`src/rtl/sram_arb_pkg.sv`:
```
// Shared definitions for the SRAM arbiter slice.
//   MaxReq    : upper bound on the number of requesters the arbiter supports.
//   req_idx_t : requester index, wide enough for MaxReq requesters; used for
//               the last-granted pointer and the read-ID FIFO entries.
package sram_arb_pkg;

    localparam int MaxReq = 4;
    localparam int IdxW   = $clog2(MaxReq);

    typedef logic [IdxW-1:0] req_idx_t;

endpackage

```
`src/rtl/sram_arb_rr.sv`:
```
// Combinational round-robin picker.
//   eligible : requesters allowed to win this cycle.
//   last     : index of the most recently granted requester.
//   gnt      : one-hot grant; priority starts at last+1 and wraps to 0.
module sram_arb_rr
    import sram_arb_pkg::*;
#(
    parameter int NumReq = 2
) (
    input  logic [NumReq-1:0] eligible,
    input  req_idx_t          last,
    output logic [NumReq-1:0] gnt
);

    logic found;

    // Distance d is how far requester i sits after 'last' in wrap-around
    // order; scanning d upward finds the first eligible requester.
    always_comb begin
        // NOTE: every variable written here gets a default first, so no path
        // leaves it unassigned and no latch is inferred.
        gnt   = '0;
        found = 1'b0;
        for (int d = 0; d < NumReq; d++) begin
            for (int i = 0; i < NumReq; i++) begin
                if (!found && eligible[i] &&
                    ((i + NumReq - int'(last) - 1) % NumReq) == d) begin
                    gnt[i] = 1'b1;
                    found  = 1'b1;
                end
            end
        end
    end

endmodule

```
`src/rtl/sram_arb.sv`:
```
// Round-robin arbiter sharing one SRAM port among NumReq requesters.
//   clk_i, rst_ni          : clock, asynchronous active-low reset.
//   req_i/we_i/addr_i/
//   wdata_i/wmask_i        : per-requester access requests.
//   gnt_o                  : one-hot grant, same cycle as the SRAM request.
//   rvalid_o/rdata_o/
//   rerror_o               : read responses routed back in grant order.
//   ram_*_o / ram_*_i      : SRAM port (request side and response side).
//   err_o                  : sticky flag for an SRAM response with no read
//                            outstanding.
module sram_arb
    import sram_arb_pkg::*;
#(
    parameter int NumReq  = 2,
    parameter int SramAw  = 11,
    parameter int SramDw  = 32,
    parameter int RdDepth = 2
) (
    input  logic                           clk_i,
    input  logic                           rst_ni,
    input  logic [NumReq-1:0]              req_i,
    input  logic [NumReq-1:0]              we_i,
    input  logic [NumReq-1:0][SramAw-1:0]  addr_i,
    input  logic [NumReq-1:0][SramDw-1:0]  wdata_i,
    input  logic [NumReq-1:0][SramDw-1:0]  wmask_i,
    output logic [NumReq-1:0]              gnt_o,
    output logic [NumReq-1:0]              rvalid_o,
    output logic [SramDw-1:0]              rdata_o,
    output logic [1:0]                     rerror_o,
    output logic                           ram_req_o,
    output logic                           ram_we_o,
    output logic [SramAw-1:0]              ram_addr_o,
    output logic [SramDw-1:0]              ram_wdata_o,
    output logic [SramDw-1:0]              ram_wmask_o,
    input  logic [SramDw-1:0]              ram_rdata_i,
    input  logic                           ram_rvalid_i,
    input  logic [1:0]                     ram_rerror_i,
    output logic                           err_o
);

    localparam int PtrW = (RdDepth > 1) ? $clog2(RdDepth) : 1;
    localparam int CntW = $clog2(RdDepth + 1);

    typedef logic [PtrW-1:0] ptr_t;
    typedef logic [CntW-1:0] cnt_t;

    function automatic ptr_t ptr_inc(input ptr_t p);
        return (p == ptr_t'(RdDepth - 1)) ? '0 : p + 1'b1;
    endfunction

    req_idx_t          fifo_q [RdDepth];
    ptr_t              wr_ptr_q, rd_ptr_q;
    cnt_t              count_q;
    req_idx_t          last_q;
    logic              err_q;

    logic              empty, full, push, pop;
    logic [NumReq-1:0] eligible, gnt;
    req_idx_t          gnt_idx, head;

    assign empty = (count_q == '0);
    assign full  = (count_q == cnt_t'(RdDepth));
    assign head  = fifo_q[rd_ptr_q];

    // Gating with rst_ni keeps grants and responses quiet while reset is held,
    // not just after the next clock edge.
    assign pop = rst_ni && ram_rvalid_i && !empty;

    // A read may take a full FIFO only if a slot frees in the same cycle.
    always_comb begin
        eligible = '0;
        for (int i = 0; i < NumReq; i++) begin
            eligible[i] = rst_ni && req_i[i] && (we_i[i] || !full || pop);
        end
    end

    sram_arb_rr #(.NumReq(NumReq)) u_rr (
        .eligible (eligible),
        .last     (last_q),
        .gnt      (gnt)
    );

    assign gnt_o     = gnt;
    assign ram_req_o = |gnt;
    assign push      = |(gnt & ~we_i);

    // Grant is one-hot, so the selected requester simply overwrites the zeros.
    always_comb begin
        ram_we_o    = 1'b0;
        ram_addr_o  = '0;
        ram_wdata_o = '0;
        ram_wmask_o = '0;
        gnt_idx     = '0;
        for (int i = 0; i < NumReq; i++) begin
            if (gnt[i]) begin
                ram_we_o    = we_i[i];
                ram_addr_o  = addr_i[i];
                ram_wdata_o = wdata_i[i];
                ram_wmask_o = wmask_i[i];
                gnt_idx     = req_idx_t'(i);
            end
        end
    end

    always_comb begin
        rvalid_o = '0;
        for (int i = 0; i < NumReq; i++) begin
            rvalid_o[i] = pop && (head == req_idx_t'(i));
        end
    end

    assign rdata_o  = pop ? ram_rdata_i  : '0;
    assign rerror_o = pop ? ram_rerror_i : '0;
    assign err_o    = err_q;

    // NOTE: state registers use non-blocking assignments so every flop samples
    // the pre-edge values regardless of block ordering.
    always_ff @(posedge clk_i or negedge rst_ni) begin
        if (!rst_ni) begin
            wr_ptr_q <= '0;
            rd_ptr_q <= '0;
            count_q  <= '0;
            last_q   <= req_idx_t'(NumReq - 1);
            err_q    <= 1'b0;
        end else begin
            if (push) wr_ptr_q <= ptr_inc(wr_ptr_q);
            if (pop)  rd_ptr_q <= ptr_inc(rd_ptr_q);
            unique case ({push, pop})
                2'b10:   count_q <= count_q + 1'b1;
                2'b01:   count_q <= count_q - 1'b1;
                default: count_q <= count_q;
            endcase
            if (|gnt) last_q <= gnt_idx;
            if (ram_rvalid_i && empty) err_q <= 1'b1;
        end
    end

    // NOTE: FIFO storage has no reset; an entry is only read after a push has
    // written it, and the count/pointers carry the reset state.
    always_ff @(posedge clk_i) begin
        if (push) fifo_q[wr_ptr_q] <= gnt_idx;
    end

endmodule

```
`config.mk`:
```
export PLATFORM = sky130hd
export DESIGN_NAME = sram_arb
export DESIGN_NICKNAME = d
export VERILOG_FILES = /design/src/rtl/sram_arb_pkg.sv /design/src/rtl/sram_arb_rr.sv /design/src/rtl/sram_arb.sv
export SDC_FILE = /design/constraint.sdc
export NUM_CORES = 1
export LEC_CHECK = 0
export BUFFER_PORTS_ARGS = -buffer_cell sky130_fd_sc_hd__buf_2
export CORE_AREA = 2 2 120 122
export DETAILED_ROUTE_END_ITERATION = 8
export DIE_AREA = 0 0 122 124
export GPL_ROUTABILITY_DRIVEN = 0
export HOLD_SLACK_MARGIN = 0.06
export PLACE_DENSITY = 0.39
export SETUP_SLACK_MARGIN = 0.2
export SLEW_MARGIN = 20
export SYNTH_ARGS = -nofsm -noshare
export SYNTH_HDL_FRONTEND = slang
export SYNTH_SLANG_ARGS = --single-unit
export TNS_END_PERCENT = 30
```
`constraint.sdc`:
```
create_clock -name clk_i -period 2.9 [get_ports clk_i]
set_input_delay 0.145 -clock clk_i [delete_from_list [all_inputs] [get_ports clk_i]]
set_output_delay 0.145 -clock clk_i [all_outputs]
set_load 0.01 [all_outputs]
```
# Word level (Yosys, flattened, before mapping)
# Memories as Yosys holds them, arrays and structs flattened.
# Index checks and enable logic that the tools add are counted.
totals:
  regBits: 7
  mem_bits_rw: 2
  word_cells: 78
  inputBits: 191
  memories: 1
mem_list:
  columns: ["name", "words", "width", "read_ports", "rd_clocked_by_memory_dff", "wr", "line", "text"]
  rows:
  - ["fifo_q", 2, 1, 1, 0, 1, "sram_arb.sv:51", "req_idx_t fifo_q [RdDepth];"]
op_classes:
  n_mux: 22
  addsub: 8
  n_eq_ne: 6
  bitwise: 4
  n_reduce_logical: 32
ops:
  columns: ["op", "n"]
  rows:
  - ["$mux W32", 5]
  - ["$logic_not A32 Y1", 2]
  - ["$sub A32 B2 Y32 const B", 2]
  - ["$mux W11", 2]
  - ["$logic_and A1 B1 Y1", 16]
  - ["$mux W1", 13]
  - ["$eq A2 B2 Y1 const B", 4]
  - ["$sub A2 B2 Y3 const A", 2]
  - ["$logic_not A1 Y1", 5]
  - ["$eq A2 B1 Y1 const B", 2]
  - ["$logic_not A2 Y1", 2]
  - ["$logic_or A1 B1 Y1", 4]
  - ["$pmux W2 S2", 1]
  - ["$reduce_or A2 Y1", 2]
  - ["$add A1 B1 Y1 const B", 2]
  - ["$add A2 B1 Y2 const B", 1]
  - ["$and A1 B1 Y1", 2]
  - ["$and A2 B2 Y2", 1]
  - ["$mux W2", 1]
  - ["$not A2 Y2", 1]
  - ["$reduce_bool A2 Y1", 1]
  - ["$sub A2 B1 Y2 const B", 1]

# Depth between registers and ports, before layout
depth:
  ltp_word: 23
  mapped_depth: 8

# Modules after synthesis
# Synthesis repeated with hierarchy kept, for this count alone.
unflattened:
  cells_unflattened: 172
  hier_area_um2: 1476.4
modules_own_cells:
  columns: ["mod", "seq_area_each_um2", "cells_each", "n_inst", "area_per_inst_um2"]
  rows:
  - ["sram_arb", 211.5, 168, 1, 1453.9]
  - ["sram_arb_rr", 0.0, 4, 1, 22.5]

# Worst setup path after synthesis
# OpenSTA, ideal clock, no wires.
synth_timing:
  path_type: "flip-flop to flip-flop"
  start: "register count_q[0]"
  end: "register count_q[1]"
  path_stages_with_launch: 8
  setup_ns: 0.079
  required_ns: 2.821
  path_slack_ns: 0.849
  arrival_time_ns: 1.972
  synth_period_minus_slack_ns: 2.051
  path_cell_list: "dfrtp_1 or4b_4 o211a_1 buf_2 a21oi_2 ha_1 nor2_1 xor2_1"
synth_via:
  elab_chain_len: 23
synth_rtl:
  columns: ["item", "line", "text"]
  rows:
  - ["start: declaration", "sram_arb.sv:53", "cnt_t count_q;"]
  - ["start signal: assignment", "sram_arb.sv:129", "2'b10: count_q <= count_q + 1'b1;"]
  - ["start signal: assignment", "sram_arb.sv:130", "2'b01: count_q <= count_q - 1'b1;"]
  - ["start signal: assignment", "sram_arb.sv:131", "default: count_q <= count_q;"]
  - ["$eq A2 B2 Y1 / $logic_not A2 Y1 (equally long branches)", "sram_arb.sv:62, sram_arb.sv:61", null]
  - ["$logic_not A1 Y1 (on tied branches)", "sram_arb.sv:73, sram_arb.sv:67", null]
  - ["$logic_or A1 B1 Y1 / $logic_and A1 B1 Y1 (equally long branches)", "sram_arb.sv:73, sram_arb.sv:67", null]
  - ["$logic_or A1 B1 Y1", "sram_arb.sv:73", "eligible[i] = rst_ni && req_i[i] && (we_i[i] || !full || pop);"]
  - ["$logic_and A1 B1 Y1", "sram_arb.sv:73", null]
  - ["$logic_and A1 B1 Y1", "sram_arb_rr.sv:26", "if (!found && eligible[i] &&"]
  - ["$mux W1", "sram_arb_rr.sv:26", null]
  - ["$logic_not A1 Y1", "sram_arb_rr.sv:26", null]
  - ["[... 6 more ...]", null, null]
  - ["$mux W1", "sram_arb_rr.sv:26", null]
  - ["$logic_not A1 Y1", "sram_arb_rr.sv:26", null]
  - ["$logic_and A1 B1 Y1 (2 in a row)", "sram_arb_rr.sv:26", null]
  - ["$mux W1", "sram_arb_rr.sv:26", null]
  - ["$and A2 B2 Y2", "sram_arb.sv:85", "assign push = |(gnt & ~we_i);"]
  - ["$reduce_or A2 Y1", "sram_arb.sv:85", null]
  - ["$eq A2 B1 Y1 / $eq A2 B2 Y1 (equally long branches)", "sram_arb.sv:128", "unique case ({push, pop})"]
  - ["$pmux W2 S2 / $reduce_bool A2 Y1 (equally long branches)", null, null]
# Several ways; a longest one is shown, not always the timed one.
# A chain may end at the register's enable or synchronous reset.

# Final worst setup path
layout_timing:
  start: "input port rst_ni"
  end: "output port ram_wdata_o[31]"
layout_via:
  elab_chain_len: 19
layout_rtl:
  columns: ["item", "line", "text"]
  rows:
  - ["start: declaration", "sram_arb.sv:20", "input logic rst_ni,"]
  - ["$logic_and A1 B1 Y1 (2 in a row)", "sram_arb.sv:67", "assign pop = rst_ni && ram_rvalid_i && !empty;"]
  - ["$logic_or A1 B1 Y1", "sram_arb.sv:73", null]
  - ["$logic_and A1 B1 Y1", "sram_arb.sv:73", null]
  - ["$logic_and A1 B1 Y1", "sram_arb_rr.sv:26", null]
  - ["$mux W1", "sram_arb_rr.sv:26", null]
  - ["$logic_not A1 Y1", "sram_arb_rr.sv:26", null]
  - ["$logic_and A1 B1 Y1 (2 in a row)", "sram_arb_rr.sv:26", null]
  - ["$mux W1", "sram_arb_rr.sv:26", null]
  - ["$logic_not A1 Y1", "sram_arb_rr.sv:26", null]
  - ["$logic_and A1 B1 Y1 (2 in a row)", "sram_arb_rr.sv:26", null]
  - ["$mux W1", "sram_arb_rr.sv:26", null]
  - ["$logic_not A1 Y1", "sram_arb_rr.sv:26", null]
  - ["$logic_and A1 B1 Y1 (2 in a row)", "sram_arb_rr.sv:26", null]
  - ["$mux W1", "sram_arb_rr.sv:26", null]
  - ["$mux W32 (*)", "sram_arb.sv:95", "if (gnt[i]) begin"]
  - ["end: declaration", "sram_arb.sv:33", "output logic [SramDw-1:0] ram_wdata_o,"]
# Mark *: on every way between the ends. The rest lies on a longest branch, timed or not.

==> impl_metrics.ini <==
[status]
status = finished clean

[yosys]
yosysWarnings = 0
ys_seq_elements = 8
avgSynthCellArea_sq_um = 8.35
synth_top_area_cell = a22o_1
synth_edf_count = 2
post_synth_inst_count = 171
ys_seq_area_frac = 0.148
synthArstFlopShare = 0.750
synthesis.area_sq_mm = 0.00143
synthTopCellsByArea = a22o_1 47%, and2_1 16%, dfrtp_1 8.8%
synth_top_area_share = 0.466
ys.flop_type = dfrtp_1
yosys.cell_types.count = 28
synth_fp_nets = 363

[hold_path]
hold_path.class = in2reg
worstHoldStart = ram_rvalid_i

[drt]
highest_layer = met5
drt_iter0_drc = 58
vias = 2573
antenna_left = 0
wl_met2_mm = 4.14
wirelength_mm = 8.03
first_pass_iters = 3
avgRoutedWirePerCell_microns = 12.4
vias_per_cell = 3.98
met1_length_mm = 3.00
wl_met3_microns = 783
drc_errors = 0

[global_route]
antenna_found_initial = 1
grt_pass1_wl_mm = 11.1
grt_pass1_vias = 2354
grt_overflow = 0
grt_max_degree = 80
globalRouteTotalUtil = 0.0924

[power]
finalPower_uw = 1170
p_per_area_mw_per_mm2 = 364
ir_drop_v = 0.000177
leakage_uw = 0.00196

[placement]
dp_hpwl_mm = 6.83
numPlacedInstances = 641
io_buffers = 306

[floorplan]
die-area_sq_mm = 0.0151
fp.dieH_microns = 124
core.rowCount = 43
chipWidth_microns = 122
core_sq_mm = 0.0137
ios = 307
start_util = 0.104

[clock_tree]
post_cts.repair.setup_buffers = 0
ctsResizeCount = 0
cts_inserted_buffers = 3
clock_sinks = 8
clockBufferDepth = 2
cts_tree = yes
clk_latency_ps = 230
cts-root-buf = clkbuf_16
clkSlewWorstSetupHoldPaths_ps = 40
htreeDepth = 1

[sta]
rsz0062_at_grt = false
finalSetupTns_ps = 0
slew_headroom = 0.693
clock.fmax_ghz = 0.427
post-route-period-util = 0.808
period_needed_ps = 2340
skew_ps = 2.21
slew_violations = 0
tightest_slew_ps = 460
finalHoldViolations = 0
setup_viol = 0

[worst_setup_path]
cp_slowest_stage_delay_ps = 530
arrival_ps = 2200
critPathCaptureType = output port
crit_required_ps = 2760
path_class = in2out
crit_chain = dlygate4sd3_1, buf_2, nand2_1, or2_2, a21oi_4, buf_12, a22o_1, buf_2
path_buf_inv = 4
r2r-start = count_q[0]$_DFFE_PN0P_
start_kind = input port
slowest_stage = dlygate4sd3_1
cp_top_family = buffers and inverters
crit_start = rst_ni
path_max_fanout = 79
cpMostUsedCell = buf_2

[layout]
finalNetCount = 659
n_antenna_cell = 0
multi_input_area_sq_mm = 0.00112
most-common-layout-cells = 306 x buf_2, 76 x a22o_1, 36 x and2_1, 5 x nand2_1, 5 x dfrtp_1
n_fill_cell = 1550
final_common_cell = buf_2
layout-drive-gt1-share = 0.687
final-seq-area_sq_um = 211
area_growth_pct = 126
layout.cells.non_filler = 646

[run]
maxCapViolations = 0
==> layout make-up <==
class,instances,area share
Multi-Input combinational cell,142,0.347
Timing Repair Buffer,311,0.492
Sequential cell,8,0.0657
Clock buffer,4,0.0245
Tap cell,180,0.0700
Inverter,1,0.00117
==> registers in the layout (all words and copies together) (netlist names) <==
signal    count
fifo_q        2
rd_ptr_q      1
count_q       2
last_q        1
err_o         1
wr_ptr_q      1
==> path summary, 6_finish.rpt <==
| path | slack (ps) | depth (start not counted) | end |
|---|---|---|---|
| setup / recovery | 560 | 8 | ram_wdata_o[31] |
| hold / removal | 210 | 2 | err_o$_DFFE_PN0P_ |
| setup reg to reg | 800 | 6 | count_q[1]$_DFFE_PN0P_ |
| hold reg to reg | 460 | 1 | err_o$_DFFE_PN0P_ |
| max in group asynchronous | 2330 | 2 | last_q[0]$_DFFE_PN1P_ |
| min in group asynchronous | 310 | 2 | err_o$_DFFE_PN0P_ |
==> through the flow <==
stage               worst slack (ps)   util  hold slack (ps)  area (sq um)
CTS                              531  0.235              202          3220
finish                           556  0.235              207          3220
detailed placement               796  0.228             12.0          3130
global placement                 814  0.228             7.57          3130
floorplan                        849      -             -151          1430
global route                     398  0.235              218          3220
==> worst register-to-register path, delay by kind of cell (launching register included) <==
| kind | cells | cell delay, ps |
|---|---|---|
| adders and majority gates | 1 | 300 |
| DFF | 1 | 440 |
| xor gates and xnor gates | 1 | 150 |
| and+or+nand+nor | 2 | 720 |
| AOI/OAI and AO/OA | 2 | 420 |
==> timing repair <==
item / CTS / global route
hold buffers: 1 / 0
endpoints found under the hold margin: 6 / 0
endpoints found under the setup margin: 0 / 0
==> where the power goes <==
part | internal, uW | switching, uW | leakage (uW)
Sequential | 158 | 39.6 | 0.0000847
Clock | 183 | 56.2 | 0.0000382
Combinational | 377 | 356 | 0.00183
==> synth_stat cells, drive strengths merged (2+ instances only) <==
master,number
a21oi,2
xnor2,3
nand2,5
buf,11
nor2,4
dfrtp,5
a22o,76
clkbuf,9
edfxtp,2
and2,36
xor2,2
==> per-layer routing <==
metal / global-route usage / vias up
met5: 0 / -
met4: 0.0208 / 2
met3: 0.0183 / 10
met2: 0.182 / 175
met1: 0.101 / 1131
li1: - / 1255
==> kinds of logic after synthesis <==
group | after synthesis | share of synthesized area
muxes | 1 | 0.00701
DFF | 8 | 0.148
xor gates and xnor gates | 5 | 0.0307
AOI/OAI and AO/OA | 81 | 0.494
buffers and inverters | 21 | 0.0824
adders and majority gates | 1 | 0.00876
and+or+nand+nor | 54 | 0.229
Power figures use the tool's default switching activity.
